`src/rtl/proc_defs_pkg.sv`:
```
// Shared definitions for the instruction fetch path: default widths and FSM states.
package proc_defs;

  localparam int unsigned DEF_DATA_W = 9;
  localparam int unsigned DEF_ADDR_W = 5;

  typedef enum logic [1:0] {
    RUN   = 2'd0,
    DRAIN = 2'd1,
    HALT  = 2'd2
  } state_t;

endpackage

```
`src/rtl/instr_fetch_unit_buffer.sv`:
```
// Small synchronous FIFO holding fetched {word, address} pairs; flush beats push.
module fetch_buffer #(
  parameter  int unsigned W     = 14,
  parameter  int unsigned DEPTH = 2,
  localparam int unsigned CNT_W = $clog2(DEPTH + 1)
) (
  input  logic             i_clk,
  input  logic             i_reset,
  input  logic             i_push,
  input  logic             i_pop,
  input  logic             i_flush,
  input  logic [W-1:0]     i_din,
  output logic [CNT_W-1:0] o_count,
  output logic [W-1:0]     o_head
);

  localparam int unsigned PTR_W = $clog2(DEPTH);

  logic [W-1:0]     r_mem [DEPTH];
  logic [PTR_W-1:0] r_wr_ptr;
  logic [PTR_W-1:0] r_rd_ptr;
  logic [CNT_W-1:0] r_count;

  // Pointers wrap naturally because DEPTH is a power of two.
  always_ff @(posedge i_clk) begin
    if (i_reset) begin
      for (int i = 0; i < int'(DEPTH); i++) r_mem[i] <= '0;
      r_wr_ptr <= '0;
      r_rd_ptr <= '0;
      r_count  <= '0;
    end else if (i_flush) begin
      r_wr_ptr <= '0;
      r_rd_ptr <= '0;
      r_count  <= '0;
    end else begin
      if (i_push) begin
        r_mem[r_wr_ptr] <= i_din;
        r_wr_ptr        <= r_wr_ptr + PTR_W'(1);
      end
      if (i_pop) r_rd_ptr <= r_rd_ptr + PTR_W'(1);
      case ({i_push, i_pop})
        2'b10:   r_count <= r_count + CNT_W'(1);
        2'b01:   r_count <= r_count - CNT_W'(1);
        default: r_count <= r_count;
      endcase
    end
  end

  assign o_count = r_count;
  assign o_head  = r_mem[r_rd_ptr];

endmodule

```
`src/rtl/instr_fetch_unit.sv`:
```
// Sequential instruction fetcher: drives a 1-cycle-latency ROM and streams words
// with their addresses over valid/ready, with wrap/stop sequencing and redirect.
module instr_fetch_unit
  import proc_defs::*;
#(
  parameter int unsigned DATA_W    = DEF_DATA_W,
  parameter int unsigned ADDR_W    = DEF_ADDR_W,
  parameter int unsigned BUF_DEPTH = 2,
  parameter int unsigned LAST_ADDR = 2**ADDR_W - 1
) (
  input  logic              i_clk,
  input  logic              i_reset,
  input  logic              i_enable,
  input  logic              i_mode,
  input  logic              i_load,
  input  logic [ADDR_W-1:0] i_load_addr,
  output logic [ADDR_W-1:0] o_rom_address,
  input  logic [DATA_W-1:0] i_rom_q,
  output logic [DATA_W-1:0] o_dout,
  output logic              o_valid,
  input  logic              i_ready,
  output logic [ADDR_W-1:0] o_pc,
  output logic              o_halted
);

  localparam int unsigned CNT_W = $clog2(BUF_DEPTH + 1);
  localparam int unsigned OCC_W = CNT_W + 1;
  localparam int unsigned ENT_W = DATA_W + ADDR_W;

  state_t              r_state;
  state_t              w_next_state;
  logic [ADDR_W-1:0]   r_fetch_ptr;
  logic [ADDR_W-1:0]   r_infl_addr;
  logic                r_infl_vld;
  logic                r_halted;
  logic                w_issue;
  logic                w_pop;
  logic                w_valid;
  logic [ADDR_W-1:0]   w_ptr_inc;
  logic [OCC_W-1:0]    w_occ;
  logic [CNT_W-1:0]    w_count;
  logic [ENT_W-1:0]    w_head;

  assign w_valid   = (w_count != '0);
  assign w_pop     = w_valid && i_ready;
  // Buffer occupancy after this edge if nothing new is issued: the credit check.
  assign w_occ     = OCC_W'(w_count) + OCC_W'(r_infl_vld) - OCC_W'(w_pop);
  assign w_ptr_inc = (!i_mode && (r_fetch_ptr == ADDR_W'(LAST_ADDR)))
                     ? '0 : r_fetch_ptr + ADDR_W'(1);

  always_ff @(posedge i_clk) begin
    if (i_reset) r_state <= RUN;
    else         r_state <= w_next_state;
  end

  // DRAIN->HALT looks at post-edge occupancy so Halted follows the last transfer directly.
  always_comb begin
    w_next_state = r_state;
    w_issue      = 1'b0;
    case (r_state)
      RUN: begin
        w_issue = i_enable && !i_load && (w_occ < OCC_W'(BUF_DEPTH));
        if (w_issue && i_mode && (r_fetch_ptr == ADDR_W'(LAST_ADDR)))
          w_next_state = DRAIN;
      end
      DRAIN:   if (w_occ == '0) w_next_state = HALT;
      HALT:    w_next_state = HALT;
      default: w_next_state = RUN;
    endcase
    if (i_load) w_next_state = RUN;
  end

  always_ff @(posedge i_clk) begin
    if (i_reset) begin
      r_fetch_ptr <= '0;
      r_infl_addr <= '0;
      r_infl_vld  <= 1'b0;
      r_halted    <= 1'b0;
    end else begin
      r_halted <= (w_next_state == HALT);
      if (i_load) begin
        r_fetch_ptr <= i_load_addr;
        r_infl_vld  <= 1'b0;
      end else begin
        r_infl_vld <= w_issue;
        if (w_issue) begin
          r_infl_addr <= r_fetch_ptr;
          r_fetch_ptr <= w_ptr_inc;
        end
      end
    end
  end

  fetch_buffer #(
    .W     (ENT_W),
    .DEPTH (BUF_DEPTH)
  ) u_buf (
    .i_clk   (i_clk),
    .i_reset (i_reset),
    .i_push  (r_infl_vld),
    .i_pop   (w_pop),
    .i_flush (i_load),
    .i_din   ({i_rom_q, r_infl_addr}),
    .o_count (w_count),
    .o_head  (w_head)
  );

  assign o_rom_address = r_fetch_ptr;
  assign o_valid       = w_valid;
  assign o_dout        = w_head[ADDR_W +: DATA_W];
  assign o_pc          = w_head[ADDR_W-1:0];
  assign o_halted      = r_halted;

endmodule

```
`config.mk`:
```
export PLATFORM = sky130hd
export DESIGN_NAME = instr_fetch_unit
export DESIGN_NICKNAME = d
export VERILOG_FILES = /design/src/rtl/proc_defs_pkg.sv /design/src/rtl/instr_fetch_unit_buffer.sv /design/src/rtl/instr_fetch_unit.sv
export SDC_FILE = /design/constraint.sdc
export NUM_CORES = 1
export LEC_CHECK = 0
export CORE_MARGIN = 3
export CORE_UTILIZATION = 45
export DETAILED_ROUTE_END_ITERATION = 12
export HOLD_SLACK_MARGIN = 0.08
export PLACE_DENSITY = 0.86
export REMOVE_ABC_BUFFERS = 1
export SYNTH_ARGS = -nofsm -noshare
export SYNTH_HDL_FRONTEND = slang
export SYNTH_SLANG_ARGS = --single-unit
```
`constraint.sdc`:
```
create_clock -name i_clk -period 3.3 [get_ports i_clk]
set_input_delay 0.99 -clock i_clk [delete_from_list [all_inputs] [get_ports i_clk]]
set_output_delay 0.99 -clock i_clk [all_outputs]
set_load 0.02 [all_outputs]
```
# Word level (Yosys, flattened, before mapping)
# Memory sizes are Yosys's and may differ from the RTL's. A register that Yosys moved wholly into a read port is not among the register bits.
# Cells that the tools add are included.
[word_totals]
elab_cells = 60
ram_bits = 28
regBits = 18
mem_count = 1
input_bits = 20
[memory_table]
columns = ["name", "words", "word_bits", "read_ports", "rd_ports_with_merged_regs", "write_ports", "line", "text"]
rows = [
  ["u_buf.r_mem", 2, 14, 1, 1, 2, "instr_fetch_unit_buffer.sv:19", "logic [W-1:0] r_mem [DEPTH];"],
]
[classes]
reduce_logical = 16
n_bitwise = 1
n_addsub = 7
muxes = 20
n_eq_ne = 6
magnitude_cmp = 1
[op_table]
columns = ["operator", "count"]
rows = [
  ["5-bit two-way mux", 3],
  ["14-bit two-way mux", 1],
  ["14-bit OR reduction", 1],
  ["1-bit two-way mux", 11],
  ["2-bit == test (second input constant)", 3],
  ["1-bit logical AND", 6],
  ["2-bit two-way mux", 3],
  ["2-bit one-hot mux with 3 select lines", 1],
  ["2-bit nonzero test", 3],
  ["5-bit by 1-bit adder with 5-bit output (second input constant)", 1],
  ["5-bit == test (second input constant)", 1],
  ["2-bit by 1-bit == test with 1-bit output (second input constant)", 2],
  ["2-bit one-hot mux with 2 select lines", 1],
  ["2-bit by 1-bit adder with 3-bit output", 1],
  ["3-bit zero test", 1],
  ["3-bit by 2-bit < comparator with 1-bit output (second input constant)", 1],
  ["3-bit by 1-bit subtractor with 3-bit output", 1],
  ["1-bit adder (second input constant)", 2],
  ["2-bit by 1-bit adder with 2-bit output (second input constant)", 1],
  ["1-bit zero test", 2],
  ["2-bit zero test", 1],
  ["2-bit AND reduction", 1],
  ["2-bit OR reduction", 1],
  ["2-bit by 1-bit subtractor with 2-bit output (second input constant)", 1],
  ["1-bit NOT", 1],
]

# Depth between registers and ports, before layout
[depth]
word_depth = 11
ltp_mapped = 9
ltp_nobuf = 8

# Modules after synthesis
# Synthesis repeated with hierarchy kept, for this count alone.
[unflattened]
hier_cells = 199
hier_area_um2 = 2184.6
[modules_own_cells]
columns = ["module", "cells_each", "seq_area_each_um2", "area_each_um2", "instances"]
rows = [
  ["fetch_buffer", 113, 940.9, 1431.4, 1],
  ["instr_fetch_unit", 86, 280.3, 753.2, 1],
]

# Least setup slack after synthesis
# Ideal clock, no wire load.
[synth_path]
path_type = "input port to flip-flop"
from = "input port i_ready"
to = "register r_fetch_ptr[0], in the netlist o_rom_address[0]"
path_buffers = 1
t_arrival_ps = 3049
stages = 9
path_slack_ps = 120
path_cell_list = "nand3b_1 -> nand2_1 -> ha_1 -> fa_1 -> or4b_4 -> or2_1 -> buf_6 -> a211oi_2 -> nor3_1"
[synth_via]
elab_chain_cells = 6
[synth_lines]
columns = ["element", "line", "text"]
rows = [
  ["start, declared", "instr_fetch_unit.sv:21", "input logic i_ready,"],
  ["1-bit logical AND", "instr_fetch_unit.sv:45", "assign w_pop = w_valid && i_ready;"],
  ["3-bit by 1-bit subtractor with 3-bit output", "instr_fetch_unit.sv:47", "assign w_occ = OCC_W'(w_count) + OCC_W'(r_infl_vld) - OCC_W'(w_pop);"],
  ["3-bit by 2-bit < comparator with 1-bit output", "instr_fetch_unit.sv:62", "w_issue = i_enable && !i_load && (w_occ < OCC_W'(BUF_DEPTH));"],
  ["1-bit logical AND", "instr_fetch_unit.sv:62", ""],
  ["1-bit two-way mux", "instr_fetch_unit.sv:60", "case (r_state)"],
  ["2-bit nonzero test (no source line)", "--", ""],
  ["end signal, assigned", "instr_fetch_unit.sv:82", "r_fetch_ptr <= i_load_addr;"],
  ["end signal, assigned", "instr_fetch_unit.sv:88", "r_fetch_ptr <= w_ptr_inc;"],
  ["end, declared", "instr_fetch_unit.sv:32", "logic [ADDR_W-1:0] r_fetch_ptr;"],
]
# No other way between the ends.
# A chain may end at the register's enable or synchronous reset.

# Worst setup path after layout
[layout_path]
from = "input port i_ready"
to = "register r_fetch_ptr[2], in the netlist o_rom_address[2]"
# The elaborated chain is that of the path after synthesis.

==> results.toml <==
[floorplan]
die_area_sq_um = 5550
core_area_sq_um = 4440
dieHeight_um = 74.5
die_w_um = 74.5
start_util = 0.475
io_pins = 41
rows = 24

[logic_synthesis]
synth_seq_area_share = 0.578
synth_ff_type = "edfxtp_1"
synth-compound-area-share = 0.0741
syn_avg_cell_area_sq_um = 11.5
synth_top_area_cell = "edfxtp_1"
yosysWarningCount = 0
synth_cells = 184
netlist.area_leader.share = 0.398
synthXorXnorAreaFrac = 0.0166
synthAdderAreaFrac = 0.0273
ys_ff_latch = 47
muxShareOfSynthArea = 0.0794
synth_top_family_by_area = "simple AND/OR/NAND/NOR gates"
synth-simple-area-share = 0.200
synth_edf_count = 28
synth_area_sq_um = 2110
yosysUniqueCellTypes = 36
async_flop_share = 0
synthTopCellsByArea = "edfxtp_1 40%, dfxtp_1 18%, and2_1 8.6%, mux2_2 7.5%, a21oi_1 2.4%"

[worst_setup_path]
cp-startpoint = "i_ready"
crit_buf_inv = 1
cp_cell_sequence = "dlygate4sd2_1 -> nand3b_1 -> nand2_1 -> ha_1 -> fa_1 -> or4b_4 -> or2_4 -> o21ai_0 -> a221oi_1"
timing.rr.end = "o_rom_address[2]"
rrSetupSlack_ps = 690
crit_end = "o_rom_address[2]"
critPathMaxFanout = 12
cp-end-kind = "flip-flop"
required_ps = 3480
cp-start-kind = "input pin"
cp.arrival_ps = 3310
rr_startpoint = "u_buf.o_count[0]"
critPathTopFamily = "simple AND/OR/NAND/NOR gates"
slowest_delay_ps = 570
path_class = "input pin to flip-flop"
cp_slowest_cell = "or4b_4"
r2r_cells = 8
cp.depth = 9

[power_and_ir_drop]
leakage_nw = 1.03
max-vdd-ir-drop_v = 0.000219
finalPower_mw = 1.13
p_sw_mw = 0.262
power_frac_comb = 0.112
clockPowerShare = 0.307
internal_power_mw = 0.865
power_density_nw_per_um2 = 412
p_seq_frac = 0.581
p_sw_frac = 0.233

[grt]
antenna_found_initial = 0
overflow = 0
grt_util_met2 = 0.253
use_met3 = 0.0405
grt_pass1_vias = 1415
grt_util_met1 = 0.195
track_usage = 0.154
grt_start_max_net_pins = 16
busiest_layer = "met2"
grt_pass1_wl_um = 6440

[sta]
rsz0062_at_grt = "no"
setup_tns_ps = 0
drv_slew = 0
period_minus_slack_ps = 3130
fin_worst_skew_ps = 4.58
relSlewSlack = 0.571
fmax_ghz = 0.319
fin_crit_sh = 0.949
tightest_slew_ps = 643
final_hold_viol_count = 0
worst_hold_slack_ps = 482
setup_violations = 0

[final_layout]
area_growth_pct = 29.5
n_antenna_cell = 0
nNetsFinal = 256
utilization = 0.615
drive_gt1_frac = 0.180
final_cell_mix = "39 x clkdlybuf4s50_1, 29 x and2_1, 28 x edfxtp_1"
mostFrequentLayoutCell = "clkdlybuf4s50_1"
layout.cells.non_filler = 285

[routing]
drc = 0
drtIter0Drc = 94
wl_per_cell_um = 14.2
wl_um = 4040
antenna_left = 0
drtPass1Iterations = 4
vias = 1503
viasPerCell = 5.27

[cts]
cts_made_buffers = 5
clkSinkCount = 47
clk_latency_ps = 300
clockBufferDepth = 2
cts_root_buffer = "clkbuf_8"
cts_hold_buffers = 0
clkTransAtPathRegs_ps = 80
cts_tree = "done"
htreeDepth = 2
cts_setup_buffers = 0

[hold_path]
hold_path.class = "flip-flop to flip-flop"

[placed_design]
hpwl_um = 2670
dp.cells = 277
port_buffers = 40
gp_congestion = 0.834

[outcome]
status = "completed"

[run]
max_cap_violations = 0
==> power by group through the flow <==
stage	Combinational (mW)	Sequential (mW)	Clock (mW)
finish	0.127	0.655	0.346
global route	0.137	0.658	0.376
CTS	0.127	0.655	0.354
detailed placement	0.123	0.668	0
global placement	0.121	0.666	0
floorplan	0.0521	0.670	0
==> per-stage QoR <==
step                      cell area (sq um)  setup slack, ps
after global routing                   2740             18.7
after detailed placement               2600             -488
after floorplan                        2080              156
after CTS                              2740              188
after global placement                 2600             -438
final                                  2740              170
==> synth_stat cells (2+ instances only) <==
| library cell | number |
|---|---|
| and2_1 | 29 |
| edfxtp_1 | 28 |
| dfxtp_1 | 19 |
| mux2_2 | 14 |
| nand2_1 | 13 |
| nor2_1 | 13 |
| a21oi_1 | 10 |
| o21ai_0 | 7 |
| clkbuf_1 | 6 |
| inv_1 | 5 |
| or2_2 | 4 |
| ha_1 | 3 |
| nor3_1 | 3 |
| xnor2_1 | 3 |
| a221oi_1 | 2 |
| and3_1 | 2 |
| nand2b_1 | 2 |
| nor4_1 | 2 |
| o21ai_1 | 2 |
==> cells by family after synthesis <==
| kind of cell | Yosys count |
|---|---|
| AND/OR/NAND/NOR | 76 |
| flip-flops | 47 |
| AO/OA/AOI/OAI | 26 |
| multiplexers | 15 |
| buffers and inverters | 12 |
| XOR/XNOR | 4 |
| adder cells (fa/ha/maj) | 4 |
==> area by class of cell <==
cell class                      instances  area (sq um)
Timing Repair Buffer                   48           459
Clock buffer                            6          76.3
Sequential cell                        47          1220
Clock inverter                          2          11.3
Multi-Input combinational cell        125           883
Tap cell                               52          65.1
Fill cell                             373          1710
Inverter                                5          18.8
==> metal layers <==
layer / wire (um) / up-vias
li1: - / 741
met1: 1880 / 711
met2: 1840 / 46
met3: 247 / 5
met4: 66 / 0
met5: 0 / -
==> state kept, by name (all words and copies together) (netlist names), named ones only <==
name	flops
r_infl_vld	1
r_state	2
u_buf.r_mem	28
u_buf.r_wr_ptr	1
o_rom_address	5
u_buf.r_rd_ptr	1
u_buf.o_count	2
r_infl_addr	5
o_halted	1
==> worst register-to-register path, stage by stage, from the launching register on <==
cell,delay [ps]
dfxtp_1,400
nand3b_1,170
nand2_1,90
ha_1,190
fa_1,470
or4b_4,570
or2_4,300
o21ai_0,200
a221oi_1,100
==> repair_timing <==
action | in CTS | in global routing
setup endpoints to repair | 11 | 1
pin swaps | 0 | 1
gates resized for setup | 9 | 0
==> worst min path at each step <==
stage | startpoint | end | depth (start not counted)
floorplan | r_infl_addr[1] | r_infl_addr[1] | 2
global placement | r_infl_addr[4] | r_infl_addr[4] | 2
detailed placement | r_infl_addr[4] | r_infl_addr[4] | 2
CTS | r_infl_addr[4] | r_infl_addr[4] | 2
global route | r_infl_addr[0] | r_infl_addr[0] | 2
finish | r_infl_addr[4] | r_infl_addr[4] | 2
No activity file was read; power rests on OpenSTA's default activity.
